==> src/rtl/atm_keypad_entry.sv <==
// Keypad front end for the ATM controller: debounces raw key presses and produces either a single
// key code or an accumulated decimal amount. Optional idle timeout: define ATM_KEYPAD_TIMEOUT_EN.
module atm_keypad_entry #(
    parameter int DEBOUNCE_CYCLES = 4,
    parameter int MAX_DIGITS      = 4,
    parameter int AMOUNT_W        = 11,
    parameter int TIMEOUT_CYCLES  = 64
) (
    input  logic                clk,
    input  logic                rst,
    input  logic                key_down,
    input  logic [3:0]          key_raw,
    input  logic                mode_amount,
    input  logic                ack,
    output logic [3:0]          code_out,
    output logic                code_valid,
    output logic [AMOUNT_W-1:0] amount_out,
    output logic                amount_valid,
    output logic [2:0]          digit_count,
`ifdef ATM_KEYPAD_TIMEOUT_EN
    output logic                overflow,
    output logic                entry_timeout
`else
    output logic                overflow
`endif
);

    localparam int DB_W   = $clog2(DEBOUNCE_CYCLES + 1);
    localparam int PROD_W = AMOUNT_W + 4;
    localparam logic [31:0]       DB_LAST    = 32'(DEBOUNCE_CYCLES - 1);
    localparam logic [PROD_W-1:0] AMOUNT_MAX = PROD_W'((64'd1 << AMOUNT_W) - 64'd1);
    localparam logic [2:0]        MAX_DC     = 3'(MAX_DIGITS);

    if (DEBOUNCE_CYCLES < 1 || TIMEOUT_CYCLES < 1 || MAX_DIGITS < 1 || MAX_DIGITS > 7) begin : g_bad_param
        $error("atm_keypad_entry: illegal parameter value");
    end

    typedef enum logic [1:0] {
        S_IDLE,
        S_PRESS_WAIT,
        S_HELD,
        S_RELEASE_WAIT
    } db_state_t;

    db_state_t           r_db_state;
    logic [DB_W-1:0]     r_db_cnt;
    logic [3:0]          r_key_l;
    logic                r_press;

    logic [3:0]          r_code_out;
    logic                r_code_valid;
    logic [AMOUNT_W-1:0] r_amount_out;
    logic                r_amount_valid;
    logic [AMOUNT_W-1:0] r_acc;
    logic [2:0]          r_digit_count;
    logic                r_overflow;
    logic                r_mode_d;

    logic                w_db_done;
    logic [PROD_W-1:0]   w_prod;
    logic                w_is_digit;
    logic                w_room;
    logic                w_mode_chg;
    logic                w_code_press;
    logic                w_amt_press;
    logic                w_timeout;

    // The sampling cycle in IDLE counts as the first stable cycle of a press or release.
    assign w_db_done = (32'(r_db_cnt) + 32'd1) >= DB_LAST;

    always_ff @(posedge clk or negedge rst) begin
        if (!rst) begin
            r_db_state <= S_IDLE;
            r_db_cnt   <= '0;
            r_key_l    <= '0;
            r_press    <= 1'b0;
        end else begin
            r_press <= 1'b0;
            case (r_db_state)
                S_IDLE: begin
                    if (key_down) begin
                        r_db_state <= S_PRESS_WAIT;
                        r_key_l    <= key_raw;
                        r_db_cnt   <= '0;
                    end
                end
                S_PRESS_WAIT: begin
                    if (!key_down || key_raw != r_key_l) begin
                        r_db_state <= S_IDLE;
                    end else if (w_db_done) begin
                        r_db_state <= S_HELD;
                        r_press    <= 1'b1;
                    end else begin
                        r_db_cnt <= r_db_cnt + 1'b1;
                    end
                end
                S_HELD: begin
                    if (!key_down) begin
                        r_db_state <= S_RELEASE_WAIT;
                        r_db_cnt   <= '0;
                    end
                end
                S_RELEASE_WAIT: begin
                    if (key_down) begin
                        r_db_state <= S_HELD;
                    end else if (w_db_done) begin
                        r_db_state <= S_IDLE;
                    end else begin
                        r_db_cnt <= r_db_cnt + 1'b1;
                    end
                end
                default: r_db_state <= S_IDLE;
            endcase
        end
    end

    // Wide intermediate so the range check sees the true value instead of a wrapped one.
    assign w_prod       = ({4'b0000, r_acc} * PROD_W'(10)) + PROD_W'(r_key_l);
    assign w_is_digit   = (r_key_l <= 4'd9);
    assign w_room       = (r_digit_count < MAX_DC);
    assign w_mode_chg   = (mode_amount != r_mode_d);
    assign w_code_press = r_press && !mode_amount;
    assign w_amt_press  = r_press && mode_amount;

`ifdef ATM_KEYPAD_TIMEOUT_EN
    localparam int TO_W = $clog2(TIMEOUT_CYCLES + 1);
    localparam logic [TO_W-1:0] TO_LAST = TO_W'(TIMEOUT_CYCLES - 1);

    logic [TO_W-1:0] r_idle_cnt;
    logic            r_timeout;

    assign w_timeout     = (r_digit_count != 3'd0) && !r_press && (r_idle_cnt == TO_LAST);
    assign entry_timeout = r_timeout;

    always_ff @(posedge clk or negedge rst) begin
        if (!rst) begin
            r_idle_cnt <= '0;
            r_timeout  <= 1'b0;
        end else begin
            r_timeout <= w_timeout;
            if (r_press || r_digit_count == 3'd0 || w_timeout) begin
                r_idle_cnt <= '0;
            end else begin
                r_idle_cnt <= r_idle_cnt + 1'b1;
            end
        end
    end
`else
    assign w_timeout = 1'b0;
`endif

    always_ff @(posedge clk or negedge rst) begin
        if (!rst) begin
            r_code_out     <= '0;
            r_code_valid   <= 1'b0;
            r_amount_out   <= '0;
            r_amount_valid <= 1'b0;
            r_acc          <= '0;
            r_digit_count  <= '0;
            r_overflow     <= 1'b0;
            r_mode_d       <= 1'b0;
        end else begin
            r_mode_d <= mode_amount;

            if (w_code_press && (!r_code_valid || ack)) begin
                r_code_out   <= r_key_l;
                r_code_valid <= 1'b1;
            end else if (ack) begin
                r_code_valid <= 1'b0;
            end

            if (ack && r_amount_valid) begin
                r_amount_valid <= 1'b0;
                r_amount_out   <= '0;
            end

            // A mode switch abandons any partial entry; committed values wait for their ack.
            if (w_mode_chg || w_timeout) begin
                r_acc         <= '0;
                r_digit_count <= '0;
                r_overflow    <= 1'b0;
            end else if (w_amt_press) begin
                if (w_is_digit) begin
                    if (w_room && (w_prod <= AMOUNT_MAX)) begin
                        r_acc         <= w_prod[AMOUNT_W-1:0];
                        r_digit_count <= r_digit_count + 3'd1;
                    end else begin
                        r_overflow <= 1'b1;
                    end
                end else if (r_key_l == 4'hA) begin
                    r_acc         <= '0;
                    r_digit_count <= '0;
                    r_overflow    <= 1'b0;
                end else if (r_key_l == 4'hB) begin
                    if (r_acc != '0 && !r_amount_valid) begin
                        r_amount_out   <= r_acc;
                        r_amount_valid <= 1'b1;
                        r_acc          <= '0;
                        r_digit_count  <= '0;
                        r_overflow     <= 1'b0;
                    end
                end
            end
        end
    end

    assign code_out     = r_code_out;
    assign code_valid   = r_code_valid;
    assign amount_out   = r_amount_out;
    assign amount_valid = r_amount_valid;
    assign digit_count  = r_digit_count;
    assign overflow     = r_overflow;

endmodule
==> config.mk <==
export PLATFORM = sky130hd
export DESIGN_NAME = atm_keypad_entry
export DESIGN_NICKNAME = d
export VERILOG_FILES = /design/src/rtl/atm_keypad_entry.sv
export SDC_FILE = /design/constraint.sdc
export NUM_CORES = 1
export LEC_CHECK = 0
export ABC_AREA = 1
export CAP_MARGIN = 20
export CORE_MARGIN = 5
export CORE_UTILIZATION = 57
export DETAILED_ROUTE_END_ITERATION = 12
export PLACE_DENSITY = 0.8
export REMOVE_ABC_BUFFERS = 1
export SLEW_MARGIN = 20
export SYNTH_ARGS = -nofsm -noshare
export SYNTH_HDL_FRONTEND = slang
export SYNTH_SLANG_ARGS = --single-unit
export TNS_END_PERCENT = 100
==> constraint.sdc <==
create_clock -name clk -period 3.61 [get_ports clk]
set_input_delay 0.5415 -clock clk [delete_from_list [all_inputs] [get_ports clk]]
set_output_delay 0.5415 -clock clk [all_outputs]
set_load 0.005 [all_outputs]
# Yosys cells after proc, flatten, opt, wreduce, memory -nomap -nowiden

Cells that the tools add are included.
Widths: inputs -> output; s select.

Input port bits: 9
Flip-flop bits (word level): 43
Output and inout bits: 21
Word-level logic and storage cells: 112

Eq/ne operators: 15
Muxes and demuxes: 53
Multiply operators: 1
Magnitude comparators: 4
Reductions and logical operators: 23
$add $sub $neg: 4

Operators with widths:

| kind                  | number |
|---|---|
| $mux 11               | 14 |
| $mux 3                | 12 |
| $mux 1                | 19 |
| $reduce_and 4->1      | 4 |
| $add 15x4->15         | 1 |
| $le 15x11->1 const B  | 1 |
| $mul 11x3->14 const B | 1 |
| $mux 2                | 6 |
| $pmux 3 s4            | 1 |
| $reduce_bool 11->1    | 1 |
| $ne 3x3->1 const B    | 3 |
| $eq 4x4->1 const B    | 2 |
| $ne 2x2->1 const B    | 4 |
| $pmux 2 s4            | 1 |
| $reduce_bool 4->1     | 2 |
| $add 3x1->3 const B   | 2 |
| $logic_and 1x1->1     | 6 |
| $add 3x1->4 const B   | 1 |
| $eq 2x2->1 const B    | 2 |
| $ge 4x2->1 const B    | 1 |
| $le 4x4->1 const B    | 1 |
| $logic_not 1->1       | 4 |
| $ne 4x4->1            | 1 |
| $reduce_bool 2->1     | 2 |
| other kinds (7)       | 8 |

# Depth between registers and ports, before layout

Depth in word-level cells: 8
Gate-level depth with buffers: 18

# Least setup slack after synthesis

Ideal clock, no wire load.

Kind: reg2reg
Start: register r_acc[1]
End: register r_acc[2]
Path slack: 0.998 ns
Stages on the path, launching flop included: 15
Data arrival time: 2.493 ns
Clock period less this slack: 2.612 ns
Path through: dfrtp_1 -> ha_1 -> ha_1 -> fa_1 -> nand2_1 -> nand2_2 -> nand3b_1 -> nand3_1 -> nand2_4 -> nand3_2 -> o21bai_1 -> nand3_2 -> buf_6 -> nand3_2 -> nand2_1

Word-level cells in the longest chain between the ends: 6
Elaborated cells between the ends (all ways): 13
Classes of those cells: add/sub: 1; mul: 1; order compare: 1; eq/ne: 1; mux: 4; reduce/logical: 5

RTL lines:

| what                                                         | RTL line | source |
|---|---|---|
| start, declared                                              | 54       | `logic [AMOUNT_W-1:0] r_acc;` |
| start signal, assigned                                       | 185      | `r_acc <= w_prod[AMOUNT_W-1:0];` |
| $mul 11x3->14                                                | 118      | `assign w_prod = ({4'b0000, r_acc} * PROD_W'(10)) + PROD_W'(r_key_l);` |
| $add 15x4->15                                                | 118      |  |
| $le 15x11->1 / $mux 11 (equally long branches)               | 184      | `if (w_room && (w_prod <= AMOUNT_MAX)) begin` |
| $logic_and 1x1->1 / $mux 11 (equally long branches)          | 184, 183 |  |
| $ne 3x1->1 (no line) / $mux 11 (equally long branches)       | --       |  |
| $reduce_and 4->1 (no line) / $mux 11 (equally long branches) | --       |  |

Parallel ways exist; a longest one is shown, timed or not. The select of a mux whose other input is x is not followed.
A chain may end at the register's enable or synchronous reset.

# Worst setup path in the final report

Start: register r_acc[1]
End: register r_digit_count[1] (netlist: digit_count[1])

Word-level cells in the longest chain between the ends: 6
Elaborated cells between the ends (all ways): 9
Classes of those cells: add/sub: 1; mul: 1; order compare: 1; eq/ne: 1; reduce/logical: 5

RTL lines:

| what                         | RTL line | source |
|---|---|---|
| $mul 11x3->14                | 118      |  |
| $add 15x4->15                | 118      |  |
| $le 15x11->1                 | 184      |  |
| $logic_and 1x1->1            | 184      |  |
| $ne 3x1->1 (no line)         | --       |  |
| $reduce_and 4->1 (no line) * | --       |  |
| end signal, assigned         | 186      | `r_digit_count <= r_digit_count + 3'd1;` |
| end, declared                | 55       | `logic [2:0] r_digit_count;` |

Mark *: on every way between the ends. The rest lies on a longest branch, timed or not.

==> results.cfg <==
[status]
status = completed

[final_layout]
share_of_post_route_cells_with_drive_strength_above_1 = 0.122
finish.utilization = 0.668
fill_cells = 447
diodes = 0
area_growth_syn_to_layout_pct = 14.0
nNetsFinal = 444
final_cell_count_no_fill = 480

[drt]
route.detailed.vias_per_inst = 5.40
vias = 2591
drtAntennaViolNets = 0
detail_route.wl_per_cell_um = 13.5
detail_route.wirelength_um = 6470
drt_first_pass_iters = 4
drt_iter0_drc = 149
post-route-drc-count = 0

[die]
placement_rows = 26
i_o_pin_total = 30
initial_utilization = 0.586
fp.dieArea_mm2 = 0.00680
fp.dieH_um = 82.5
die_x_um = 82.5
core_mm2 = 0.00511

[logic_synthesis]
synthesis.area_mm2 = 0.00300
synth.lib_cells_used.distinct = 33
synth_seq_cells = 43
syn_avg_cell_area_um2 = 7.84
synth-seq-area-share = 0.359
number_of_cells_produced_by_synthesis = 382
synth-warning-count = 0

[sta]
drv_slew = 0
grt_setup_unrepaired = false
final_min_period_over_clock_period = 0.854
timing_worst_slew_pin_value_ns = 0.951
worst_hold_slack_ns = 0.381
report.final.hold_viol_count = 0
final.setup_skew_ns = 0.00718
totalNegativeSetupSlack_ns = 0
fmax_ghz = 0.324
report.final.setup_viol = 0
final.min_clock_period_ns = 3.08
slew-limit-headroom = 0.366

[setup_path]
timing.critical_path.fanout_max = 14
worstPathArrival_ns = 3.27
crit_path_end = digit_count[1]
timing.reg2reg.setup_slack_ns = 0.53
cp-startpoint = r_acc[1]
worstSetupEndpointType = flop
critPathKind = reg2reg
rr_endpoint = digit_count[1]
worst_setup_path_start_kind = flop
worst_ep_required_time_ns = 3.80
reg2reg_from = r_acc[1]
logic_depth_of_the_worst_register_to_register_path = 12

[clock_network]
max-clock-path-buffers = 2
cts.htree.levels = 2
ctsResizeCount = 0
worst_skew_pair.late_latency_ns = 0.30
cts.root.buffer_cell = clkbuf_8
clkSlewWorstSetupHoldPaths_ns = 0.08
cts_post_setup_buffers_inserted = 0
number_of_sinks_handled_by_clock_tree_synthesis = 43
cts_tree = done
cts.hold.buffers_added = 0
tritoncts.num_buffers = 5

[power]
ir_drop_worst_vdd_mv = 0.441
power_density_mw_per_mm2 = 636
power_mw = 2.17
cellLeakagePower_nw = 1.83

[grt]
grt_util_all_layers = 0.210
initial_antenna_violation_count = 0
grt_start_max_net_pins = 44
grt_first_pass_wirelength_um = 11100
first_global_vias = 2512
grt_remaining_overflow = 0

[place]
place_inst = 472
gp_congestion = 0.818
dp.final_hpwl_um = 4810
numPortBuffers = 29

[job]
maxCapViolCount = 0

[min_path]
hold_crit_class = in2async
placed cells by master (no fill, tap or decap), drive strengths merged:
| cell | count |
|---|---|
| a21oi | 10 |
| buf | 1 |
| bufinv | 1 |
| clkbuf | 6 |
| clkdlybuf4s50 | 28 |
| clkinv | 2 |
| dfrtp | 43 |
| fa | 2 |
| ha | 24 |
| inv | 45 |
| nand2 | 108 |
| nand3 | 58 |
| nand3b | 3 |
| nand4 | 15 |
| nor2 | 29 |
| nor3 | 1 |
| nor3b | 1 |
| nor4 | 2 |
| o21ai | 17 |
| o21bai | 2 |
| o22ai | 2 |
| or2 | 1 |
| xnor2 | 3 |
| xor2 | 6 |
power by group:
group          internal [mW]  switching, mW  total [mW]
logic                  0.390          0.672        1.06
registers              0.573          0.148       0.721
clock network          0.224          0.163       0.386
per-layer routing:
| layer | part of all wire | global-route usage | vias up |
|---|---|---|---|
| met5 | 0 | 0 | - |
| li1 | - | - | 1315 |
| met1 | 0.44 | 0.255 | 1215 |
| met3 | 0.033 | 0.0347 | 12 |
| met4 | 0.014 | 0.0539 | 0 |
| met2 | 0.52 | 0.383 | 49 |
worst max-delay path: stages (launching register included):
cell	delay, ns
dfrtp_1	0.47
ha_1	0.33
ha_1	0.24
fa_1	0.45
xnor2_1	0.20
nor2_2	0.17
nand2_2	0.10
nor2_4	0.09
nand3_2	0.07
o21bai_1	0.22
nand3_2	0.37
nand3_1	0.19
nand2_1	0.07
state kept, by name (all words and copies together), names as in the netlist, 2 cells and up:
name and count:
code_out 4, digit_count 3, r_db_state 2, r_db_cnt 3
r_acc 11, amount_out 11, r_key_l 4
worst min-delay path by stage:
stage                            from             to
final                             rst       overflow
after global routing              rst       overflow
after CTS                         rst       overflow
after detailed placement  code_out[3]    code_out[3]
after global placement    code_out[2]    code_out[2]
after floorplan                   rst  amount_out[0]
synth_stat cells:
| master | number | area share |
|---|---|---|
| nand4_1 | 15 | 0.031 |
| xnor2_1 | 3 | 0.0088 |
| buf_4 | 1 | 0.0025 |
| nand3b_1 | 3 | 0.0075 |
| buf_6 | 4 | 0.015 |
| nor2_2 | 5 | 0.010 |
| nor3_1 | 1 | 0.0017 |
| nor4_1 | 2 | 0.0042 |
| or2_4 | 1 | 0.0029 |
| dfrtp_1 | 43 | 0.36 |
| nand2_4 | 1 | 0.0038 |
| nand3_1 | 44 | 0.074 |
| o21ai_2 | 1 | 0.0029 |
| fa_1 | 2 | 0.013 |
| nor2_1 | 22 | 0.028 |
| xor2_1 | 6 | 0.018 |
| nor3b_1 | 1 | 0.0025 |
| o21bai_1 | 2 | 0.0050 |
| a21oi_2 | 1 | 0.0029 |
| ha_1 | 24 | 0.10 |
| clkbuf_1 | 2 | 0.0025 |
| o22ai_1 | 2 | 0.0042 |
| clkbuf_4 | 1 | 0.0025 |
| nand2_2 | 10 | 0.021 |
| clkinv_1 | 1 | 0.0013 |
| buf_2 | 1 | 0.0017 |
| nor2_4 | 2 | 0.0075 |
| nand3_2 | 14 | 0.047 |
| inv_2 | 6 | 0.0075 |
| a21oi_1 | 9 | 0.015 |
| o21ai_0 | 16 | 0.027 |
| nand2_1 | 97 | 0.12 |
| inv_1 | 39 | 0.049 |
through the flow:
stage	setup WS (ns)	area, um^2
2_1_floorplan	0.902	2920
3_3_place_gp	0.703	3300
3_5_place_dp	0.529	3300
4_1_cts	0.530	3410
5_1_grt	0.281	3410
6_report	0.528	3410
layout make-up:
| class | count | area (um^2) | area share |
|---|---|---|---|
| clock buffer | 6 | 82.6 | 0.0242 |
| clock inverter | 2 | 35.0 | 0.0103 |
| inverter | 46 | 173 | 0.0506 |
| multi-input combinational | 284 | 1670 | 0.490 |
| sequential | 43 | 1080 | 0.315 |
| tap | 70 | 87.6 | 0.0257 |
| timing repair buffer | 29 | 285 | 0.0836 |
logic make-up after synthesis:
group / Yosys count / share of synthesized area
AO/OA/AOI/OAI: 31 / 0.0568
XOR/XNOR: 9 / 0.0263
flip-flops: 43 / 0.359
adder cells (fa/ha/maj): 26 / 0.114
AND/OR/NAND/NOR: 218 / 0.362
buffers and inverters: 55 / 0.0819
Power figures use the tool's default switching activity.
